[src/rtl/z16_pkg.sv]
// Shared definitions for the Z16 multi-cycle core: opcodes, FSM states, field positions.
package z16_pkg;

  localparam int unsigned INSTR_W  = 16;
  localparam int unsigned NUM_REGS = 16;
  localparam int unsigned REG_AW   = 4;

  // Instruction field bit positions
  localparam int unsigned OP_HI  = 15;
  localparam int unsigned OP_LO  = 12;
  localparam int unsigned RD_HI  = 11;
  localparam int unsigned RD_LO  = 8;
  localparam int unsigned RS1_HI = 7;
  localparam int unsigned RS1_LO = 4;
  localparam int unsigned RS2_HI = 3;
  localparam int unsigned RS2_LO = 0;

  // Opcodes
  localparam logic [3:0] OP_ADD  = 4'h0;
  localparam logic [3:0] OP_SUB  = 4'h1;
  localparam logic [3:0] OP_AND  = 4'h2;
  localparam logic [3:0] OP_OR   = 4'h3;
  localparam logic [3:0] OP_ADDI = 4'h4;
  localparam logic [3:0] OP_LD   = 4'h5;
  localparam logic [3:0] OP_ST   = 4'h6;
  localparam logic [3:0] OP_BNZ  = 4'h7;
  localparam logic [3:0] OP_HALT = 4'hF;

  typedef enum logic [2:0] {
    S_FETCH  = 3'd0,
    S_DECODE = 3'd1,
    S_EXEC   = 3'd2,
    S_MEM    = 3'd3,
    S_WB     = 3'd4,
    S_HALT   = 3'd5
  } state_e;

  // ALU encodings line up with opcodes 0..3 so the low opcode bits select directly
  typedef enum logic [1:0] {
    ALU_ADD = 2'd0,
    ALU_SUB = 2'd1,
    ALU_AND = 2'd2,
    ALU_OR  = 2'd3
  } alu_op_e;

  function automatic logic op_legal(input logic [3:0] op);
    return (op <= OP_BNZ) || (op == OP_HALT);
  endfunction

endpackage

[src/rtl/z16_alu_p.sv]
// Combinational Z16 ALU: add / subtract / and / or, wrapping at DATA_W bits.
module z16_alu_p
  import z16_pkg::*;
#(
  parameter int unsigned DATA_W = 16
) (
  input  logic [1:0]        op,
  input  logic [DATA_W-1:0] a,
  input  logic [DATA_W-1:0] b,
  output logic [DATA_W-1:0] y
);

  // Operation select
  always_comb begin
    y = '0;
    unique case (op)
      ALU_ADD: y = a + b;
      ALU_SUB: y = a - b;
      ALU_AND: y = a & b;
      ALU_OR:  y = a | b;
      default: y = '0;
    endcase
  end

endmodule

[src/rtl/z16_mc_core.sv]
// Multi-cycle Z16 core: fetch/decode/exec/mem/writeback over one req/ack memory port.
module z16_mc_core
  import z16_pkg::*;
#(
  parameter int unsigned      DATA_W   = 16,
  parameter int unsigned      ADDR_W   = 16,
  parameter logic [ADDR_W-1:0] RESET_PC = '0
) (
  input  logic              i_clk,
  input  logic              i_rst,
  output logic              o_mem_req,
  output logic              o_mem_we,
  output logic [ADDR_W-1:0] o_mem_addr,
  output logic [DATA_W-1:0] o_mem_wdata,
  input  logic              i_mem_ack,
  input  logic [DATA_W-1:0] i_mem_rdata,
  output logic [ADDR_W-1:0] o_pc,
  output logic              o_retire,
  output logic              o_illegal,
  output logic              o_halted
);

  state_e              state, state_n;
  logic [ADDR_W-1:0]   pc_n;
  logic [INSTR_W-1:0]  ir, ir_n;
  logic [DATA_W-1:0]   op_a, op_a_n, op_b, op_b_n, res, res_n;
  logic                req_n, we_n, retire_n, illegal_n, halted_n, rf_we;
  logic [ADDR_W-1:0]   addr_n;
  logic [DATA_W-1:0]   wdata_n;

  logic [DATA_W-1:0]   rf [NUM_REGS];

  logic [3:0]          op;
  logic [REG_AW-1:0]   rd, rs1, rs2;
  logic [DATA_W-1:0]   imm, rs1_val, rs2_val, rd_val, alu_b, alu_y;
  logic [ADDR_W-1:0]   pc_inc, br_off;
  logic [1:0]          alu_op;
  logic                use_imm;

  assign op  = ir[OP_HI:OP_LO];
  assign rd  = ir[RD_HI:RD_LO];
  assign rs1 = ir[RS1_HI:RS1_LO];
  assign rs2 = ir[RS2_HI:RS2_LO];

  assign imm    = DATA_W'($signed(ir[RS2_HI:RS2_LO]));
  assign br_off = ADDR_W'($signed({ir[RD_HI:RD_LO], ir[RS2_HI:RS2_LO]})) << 1;
  assign pc_inc = o_pc + ADDR_W'(2);

  // r0 is hard-wired to zero on read
  assign rs1_val = (rs1 == '0) ? '0 : rf[rs1];
  assign rs2_val = (rs2 == '0) ? '0 : rf[rs2];
  assign rd_val  = (rd  == '0) ? '0 : rf[rd];

  assign use_imm = (op == OP_ADDI) || (op == OP_LD) || (op == OP_ST);
  assign alu_b   = use_imm ? imm : op_b;
  assign alu_op  = (op <= OP_OR) ? op[1:0] : ALU_ADD;

  z16_alu_p #(.DATA_W(DATA_W)) u_alu (
    .op (alu_op),
    .a  (op_a),
    .b  (alu_b),
    .y  (alu_y)
  );

  // Next-state and next-output logic
  always_comb begin
    state_n   = state;
    pc_n      = o_pc;
    ir_n      = ir;
    op_a_n    = op_a;
    op_b_n    = op_b;
    res_n     = res;
    req_n     = o_mem_req;
    we_n      = o_mem_we;
    addr_n    = o_mem_addr;
    wdata_n   = o_mem_wdata;
    retire_n  = 1'b0;
    illegal_n = 1'b0;
    halted_n  = 1'b0;
    rf_we     = 1'b0;

    unique case (state)
      S_FETCH: begin
        // Only reached with req low straight out of reset
        if (!o_mem_req) begin
          req_n  = 1'b1;
          we_n   = 1'b0;
          addr_n = o_pc;
        end else if (i_mem_ack) begin
          ir_n    = i_mem_rdata[INSTR_W-1:0];
          req_n   = 1'b0;
          state_n = S_DECODE;
        end
      end
      S_DECODE: begin
        op_a_n    = rs1_val;
        op_b_n    = (op == OP_ST) ? rd_val : rs2_val;
        illegal_n = !op_legal(op);
        state_n   = S_EXEC;
      end
      S_EXEC: begin
        res_n = alu_y;
        case (op)
          OP_ADD, OP_SUB, OP_AND, OP_OR, OP_ADDI: state_n = S_WB;
          OP_LD, OP_ST: begin
            state_n = S_MEM;
            req_n   = 1'b1;
            we_n    = (op == OP_ST);
            addr_n  = ADDR_W'(alu_y);
            wdata_n = op_b;
          end
          OP_BNZ: begin
            pc_n     = (op_a != '0) ? (pc_inc + br_off) : pc_inc;
            retire_n = 1'b1;
            state_n  = S_FETCH;
          end
          OP_HALT: begin
            retire_n = 1'b1;
            state_n  = S_HALT;
          end
          default: begin
            pc_n     = pc_inc;
            retire_n = 1'b1;
            state_n  = S_FETCH;
          end
        endcase
      end
      S_MEM: begin
        if (o_mem_req && i_mem_ack) begin
          req_n = 1'b0;
          we_n  = 1'b0;
          if (op == OP_ST) begin
            pc_n     = pc_inc;
            retire_n = 1'b1;
            state_n  = S_FETCH;
          end else begin
            res_n   = i_mem_rdata;
            state_n = S_WB;
          end
        end
      end
      S_WB: begin
        rf_we    = 1'b1;
        pc_n     = pc_inc;
        retire_n = 1'b1;
        state_n  = S_FETCH;
      end
      S_HALT: begin
        state_n = S_HALT;
      end
      default: state_n = S_FETCH;
    endcase

    // Raise the next fetch on the same edge that completes the previous instruction
    if ((state_n == S_FETCH) && (state != S_FETCH)) begin
      req_n  = 1'b1;
      we_n   = 1'b0;
      addr_n = pc_n;
    end

    halted_n = (state_n == S_HALT);
  end

  // State, datapath and output registers
  always_ff @(posedge i_clk) begin
    if (i_rst) begin
      state       <= S_FETCH;
      o_pc        <= RESET_PC;
      ir          <= '0;
      op_a        <= '0;
      op_b        <= '0;
      res         <= '0;
      o_mem_req   <= 1'b0;
      o_mem_we    <= 1'b0;
      o_mem_addr  <= '0;
      o_mem_wdata <= '0;
      o_retire    <= 1'b0;
      o_illegal   <= 1'b0;
      o_halted    <= 1'b0;
    end else begin
      state       <= state_n;
      o_pc        <= pc_n;
      ir          <= ir_n;
      op_a        <= op_a_n;
      op_b        <= op_b_n;
      res         <= res_n;
      o_mem_req   <= req_n;
      o_mem_we    <= we_n;
      o_mem_addr  <= addr_n;
      o_mem_wdata <= wdata_n;
      o_retire    <= retire_n;
      o_illegal   <= illegal_n;
      o_halted    <= halted_n;
    end
  end

  // Register file; writes to r0 are dropped
  always_ff @(posedge i_clk) begin
    if (i_rst) begin
      for (int i = 0; i < int'(NUM_REGS); i++) rf[i] <= '0;
    end else if (rf_we && (rd != '0)) begin
      rf[rd] <= res;
    end
  end

endmodule

[config.mk]
export PLATFORM = sky130hd
export DESIGN_NAME = z16_mc_core
export DESIGN_NICKNAME = d
export VERILOG_FILES = /design/src/rtl/z16_pkg.sv /design/src/rtl/z16_alu_p.sv /design/src/rtl/z16_mc_core.sv
export SDC_FILE = /design/constraint.sdc
export NUM_CORES = 1
export LEC_CHECK = 0
export ABC_CLOCK_PERIOD_IN_PS = 10100
export CAP_MARGIN = 20
export CORE_MARGIN = 2
export CORE_UTILIZATION = 61
export CTS_BUF_LIST = sky130_fd_sc_hd__clkbuf_16
export DETAILED_ROUTE_END_ITERATION = 8
export DONT_BUFFER_PORTS = 1
export PLACE_DENSITY = 0.79
export SLEW_MARGIN = 20
export SYNTH_ARGS = -nofsm -noshare
export SYNTH_HDL_FRONTEND = slang
export SYNTH_SLANG_ARGS = --single-unit
[constraint.sdc]
create_clock -name i_clk -period 10.1 [get_ports i_clk]
set_input_delay 2.02 -clock i_clk [delete_from_list [all_inputs] [get_ports i_clk]]
set_output_delay 2.02 -clock i_clk [all_outputs]
set_load 0.02 [all_outputs]
======== Word level (Yosys, flattened, before mapping) ========
Memories as Yosys holds them, arrays and structs flattened. A register that Yosys moved wholly into a read port is not among the register bits.
Index checks and enable logic that the tools add are counted.
Widths: inputs -> output; s select.
word-level totals
  bits in latches ......................... 0
  logic and storage cells ................. 134
  RAM bits ................................ 256
  memories kept ........................... 1
  register bits ........................... 120
  memory bits (read-only) ................. 0
  output and inout port bits .............. 53
operators by class
  multiplexer cells ....................... 53
  shift operators ......................... 0
  $lt $le $gt $ge ......................... 2
  multiply operators ...................... 0
  reduce and logical (&&, ||, !) cells .... 34
  bitwise operators ....................... 3
  add/sub/neg operators ................... 4
  divide/modulo/power cells ............... 0
  equality and inequality tests ........... 24
memories
  name  depth  bits a word  rd ports  clocked after Yosys merged registers in  write ports  line               text
  rf    16     16           3         3                                        16           z16_mc_core.sv:31  logic [DATA_W-1:0] rf [NUM_REGS];
operators by type and width
  kind                   number
  $mux 16                14
  $pmux 16 s2            3
  $pmux 16 s4            1
  $pmux 16 s3            1
  $add 16x16->16         2
  $mux 4                 7
  $mux 1                 17
  $add 16x2->16 const B  1
  $and 16x16->16         1
  $eq 4x3->1 const B     4
  $logic_not 4->1        4
  $or 16x16->16          1
  $reduce_bool 16->1     1
  $reduce_or 16->1       1
  $sub 16x16->16         1
  $pmux 3 s5             1
  $mux 3                 4
  $reduce_and 3->1       4
  $eq 3x3->1 const B     3
  $ne 3x3->1 const B     3
  $pmux 1 s3             3
  $pmux 3 s3             1
  $reduce_bool 3->1      3
  $eq 4x2->1 const B     2
  24 further kinds       37

======== Depth between registers and ports, before layout ========
  depth after elaboration ................. 9
  depth in mapped cells ................... 21

======== Hierarchy ========
Synthesis repeated with hierarchy kept, for this count alone.
unflattened totals
  cells, all modules ...................... 1,949
  area total of the unflattened synthesis .. 23,417.5 um2
modules (own cells, without submodules)
  module       sequential area each (um2)  cells an instance  instances  area each (um2)
  z16_mc_core  10,309.9                    1,746              1          22,022.4
  z16_alu_p    0.0                         203                1          1,395.1

======== Worst setup path before layout ========
Ideal clock, no wire load.
  path type ............................... register to register
  start point ............................. reg ir[13]
  end point ............................... reg res[8]
  clock period less this slack ............ 3.947 ns
  data required time ...................... 10.029 ns
  data arrival time ....................... 3.876 ns
  setup time .............................. 0.071 ns
  stages on the path, launching flop included .. 19
  slack ................................... 6.153 ns
  cells stage by stage .................... dfxtp_1 > buf_2 > nand2_1 > nand2_1 > buf_2 > buf_1 > mux2i_1 > nor2_1 > xor2_1 > fa_1 > a21o_1 > a21o_1 > a21o_1 > a211o_1 > a31oi_1 > xnor2_1 > mux2i_1 > a211o_1 > a21oi_1
between the ends
  cells in the longest elaborated chain, start to end .. 7
  elaborated cells between the ends (all ways) .. 20
  classes of those cells .................. add/sub (2); order compare (1); eq/ne (7); mux (4); bitwise (2); reduce/logical (4)
ends and longest elaborated chain
  item                                          line                text
  start, declared                               z16_mc_core.sv:25   logic [INSTR_W-1:0] ir, ir_n;
  start signal, assigned                        z16_mc_core.sv:183  ir <= ir_n;
  $eq 4x3->1                                    z16_mc_core.sv:54   assign use_imm = (op == OP_ADDI) || (op == OP_LD) || (op == OP_ST);
  $logic_or 1x1->1 (2 in a row)                 z16_mc_core.sv:54
  $mux 16                                       z16_mc_core.sv:55   assign alu_b = use_imm ? imm : op_b;
  $sub 16x16->16, or another cell as far along  z16_alu_p.sv:18     ALU_SUB: y = a - b;
  $pmux 16 s4                                   z16_alu_p.sv:16     unique case (op)
  $pmux 16 s2                                   z16_mc_core.sv:82   unique case (state)
  end signal, assigned                          z16_mc_core.sv:186  res <= res_n;
  end, declared                                 z16_mc_core.sv:26   logic [DATA_W-1:0] op_a, op_a_n, op_b, op_b_n, res, res_n;
Parallel ways exist; a longest one is shown, timed or not.
A chain may end at the register's enable or synchronous reset.

======== Worst setup path after layout ========
  start point ............................. reg ir[14]
  end point ............................... reg res[13]
Same word-level chain as after synthesis.

==> results.json <==
{
  "status": "completed",
  "fp.dieH_um": 200,
  "hpwl_mm": 47.1,
  "drive_gt1_frac": 0.200,
  "cts_max_level": 2,
  "drc": 0,
  "final.setup.tns_ns": 0,
  "gp_congestion": 0.995,
  "placed_area_mm2": 0.0237,
  "top_layer": "met5",
  "setup_viol": 0,
  "synth-edff-count": 256,
  "cts-root-buf": "clkbuf_16",
  "clk_path_buf_depth": 3,
  "syn_inst": 1935,
  "routed-wl-met2_mm": 34.2,
  "cts_tree": "done",
  "hp-class": "register to register",
  "clock_latency_ns": 0.61,
  "cts_setup_buffers": 0,
  "ys_types": 80,
  "synthAdderAreaFrac": 0.0243,
  "grt_pass1_wl_mm": 109,
  "portBuffers": 0,
  "routed_via_density": 7.23,
  "max_slew_margin": 0.297,
  "nets": 1920,
  "syn_avg_cell_area_um2": 12.1,
  "antenna_found_initial": 8,
  "cp.required_ns": 10.58,
  "fin_skew_ns": 0.0425,
  "synth_compound_area_frac": 0.0951,
  "synthFlopType": "edfxtp_1",
  "hold_buffers": 0,
  "initial_core_util": 0.619,
  "synth-simple-area-share": 0.154,
  "synth_warnings": 0,
  "hold_viol_final": 0,
  "ys_seq_area_frac": 0.442,
  "grt_start_max_net_pins": 153,
  "maxCapViolCount": 0,
  "worst_pin_slew_ns": 1.05,
  "rsz0062_at_grt": "false",
  "wirelength_mm": 74.8,
  "area.growth.synth_to_final_pct": 7.70,
  "leakage_nw": 8.58,
  "cp_max_fo": 25,
  "wl_met3_mm": 10.9,
  "wl_met1_mm": 24.3,
  "worstSetupPathType": "register to register",
  "design_area_mm2": 0.0251,
  "crit_arrival_ns": 5.29,
  "synth-xor-area-share": 0.0188,
  "first_global_vias": 17200,
  "cts_num_sinks": 387,
  "fin_crit_ns": 4.81,
  "num_vias": 17500,
  "ant_nets": 0,
  "synthMuxAreaShare": 0.236,
  "dr.pass1.iters": 6,
  "cts_repair_resize_count": 0,
  "ys_ff_latch": 387,
  "grt_use_total": 0.385,
  "drt_iter0_drc": 2280,
  "ys_async_sr_fraction": 0,
  "synthesis.area_mm2": 0.0233,
  "synth_top_family_by_area": "multiplexers",
  "cts_inserted_buffers": 42,
  "clkTransAtPathRegs_ns": 0.06,
  "fp.dieW_um": 200,
  "ios": 72,
  "grt_overflow_total": 0,
  "core_area_mm2": 0.0377,
  "die_area_mm2": 0.0398,
  "final-max-slew-violation-count": 0,
  "max_freq_ghz": 0.208,
  "fin_crit_sh": 0.476,
  "timing.hold.ws_ns": 0.484,
  "peakVddDrop_mv": 0.142,
  "crit_path_start_kind": "register",
  "num_rows": 71,
  "filler_cell_count": 2704,
  "route.detailed.wl_per_inst_um": 31.0,
  "cellPowerDensity_mw_per_mm2": 165,
  "critPathCaptureType": "register"
}
==> registers in the layout (all words and copies together) (netlist names), named ones only <==
| name | flops |
|---|---|
| op_b | 16 |
| o_mem_wdata | 16 |
| op_a | 16 |
| ir | 16 |
| o_halted | 1 |
| o_illegal | 1 |
| o_mem_addr | 16 |
| o_retire | 1 |
| o_mem_req | 1 |
| o_mem_we | 1 |
| res | 16 |
| rf | 256 |
| state | 3 |
| o_pc | 15 |
==> area by class of cell <==
cell class                 count  area, um^2  area share
clock inverter                36         359      0.0143
clock buffer                  42        1050      0.0418
tap                          511         639      0.0254
timing repair buffer          33         251      0.0100
antenna                        4        10.0    0.000398
sequential                   387       10300       0.411
multi-input combinational   1384       12400       0.494
inverter                      20        75.1     0.00299
==> path summary, 6_finish.rpt <==
| kind | from | slack (ns) | cells past startpoint | endpoint |
|---|---|---|---|---|
| setup / recovery | ir[14] | 5.29 | 17 | res[13] |
| hold / removal | ir[7] | 0.48 | 2 | register |
| setup reg to reg | ir[14] | 5.29 | 17 | res[13] |
| hold reg to reg | ir[7] | 0.48 | 2 | register |
==> critical path, stage by stage (launching register included) <==
cell      delay, ns
dfxtp_1        0.66
nor2b_1        0.47
nand2_1        0.10
buf_4          0.23
a21oi_1        0.45
a31oi_1        0.21
o21a_1         0.23
xor2_1         0.14
ha_1           0.34
nand2_1        0.06
a211o_1        0.28
a211oi_1       0.23
a21bo_2        0.26
nand2_1        0.06
nor2_1         0.05
xnor2_1        0.54
o21ai_0        0.18
a211oi_1       0.22
==> stage by stage <==
| stage | instances | setup slack [ns] | total power [W] | util |
|---|---|---|---|---|
| floorplan | 1951 | 6.15 | 0.00234 | - |
| global placement | 2335 | 5.43 | 0.00253 | 0.629 |
| detailed placement | 2335 | 5.42 | 0.00255 | 0.629 |
| CTS | 2413 | 5.39 | 0.00411 | 0.667 |
| global route | 2414 | 4.85 | 0.00424 | 0.667 |
| finish | 2417 | 5.29 | 0.00414 | 0.667 |
==> cells by family after synthesis <==
logic type | Yosys count
mux | 250
other cells | 1
buf+inv | 180
fa+ha+maj | 47
simple gates | 691
xor+xnor | 50
flops | 387
compound gates | 329
==> layout by cell type, fill, tap and decap left out, types with 6 or more instances in the layout <==
master	n
ha_1	31
dfxtp_1	125
edfxtp_1	256
nor3_1	25
and2_1	248
a311oi_1	20
nand3_1	14
clkinv_2	11
conb_1	17
nor4_1	9
mux4_2	240
nand4_1	8
or2_2	17
o211ai_1	14
a21oi_1	105
o21ai_0	39
xor2_1	25
a31oi_1	9
a21o_1	27
nand2b_1	30
clkinv_1	8
nor2b_1	8
a211oi_1	23
or3_1	9
clkbuf_16	42
o21a_1	7
mux2i_1	8
inv_1	26
nor2_1	144
nand2_1	151
a22oi_1	24
xnor2_1	25
a221oi_1	6
buf_4	32
maj3_1	14
==> per-layer routing <==
layer | global-route usage | vias up
met5 | 0 | -
met4 | 0.258 | 4
met3 | 0.116 | 353
met2 | 0.593 | 1442
met1 | 0.470 | 8443
li1 | - | 7243
==> Yosys cell counts, types with 27 or more instances <==
| master | n | area share |
|---|---|---|
| nand2b_1 | 30 | 0.0080 |
| a21oi_1 | 105 | 0.023 |
| nor2_1 | 145 | 0.023 |
| o21ai_0 | 39 | 0.0084 |
| and2_1 | 249 | 0.067 |
| dfxtp_1 | 131 | 0.11 |
| mux4_2 | 240 | 0.23 |
| nand2_1 | 151 | 0.024 |
| nor3_1 | 28 | 0.0060 |
| ha_1 | 31 | 0.017 |
| a21o_1 | 27 | 0.0087 |
| edfxtp_1 | 256 | 0.33 |
| clkbuf_1 | 122 | 0.020 |
==> power breakdown <==
part | switching (W) | internal, W
clock | 0.000694 | 0.000897
sequential | 0.000103 | 0.00175
combinational | 0.000401 | 0.000297
total | 0.00120 | 0.00294
No activity file was read; power rests on OpenSTA's default activity.
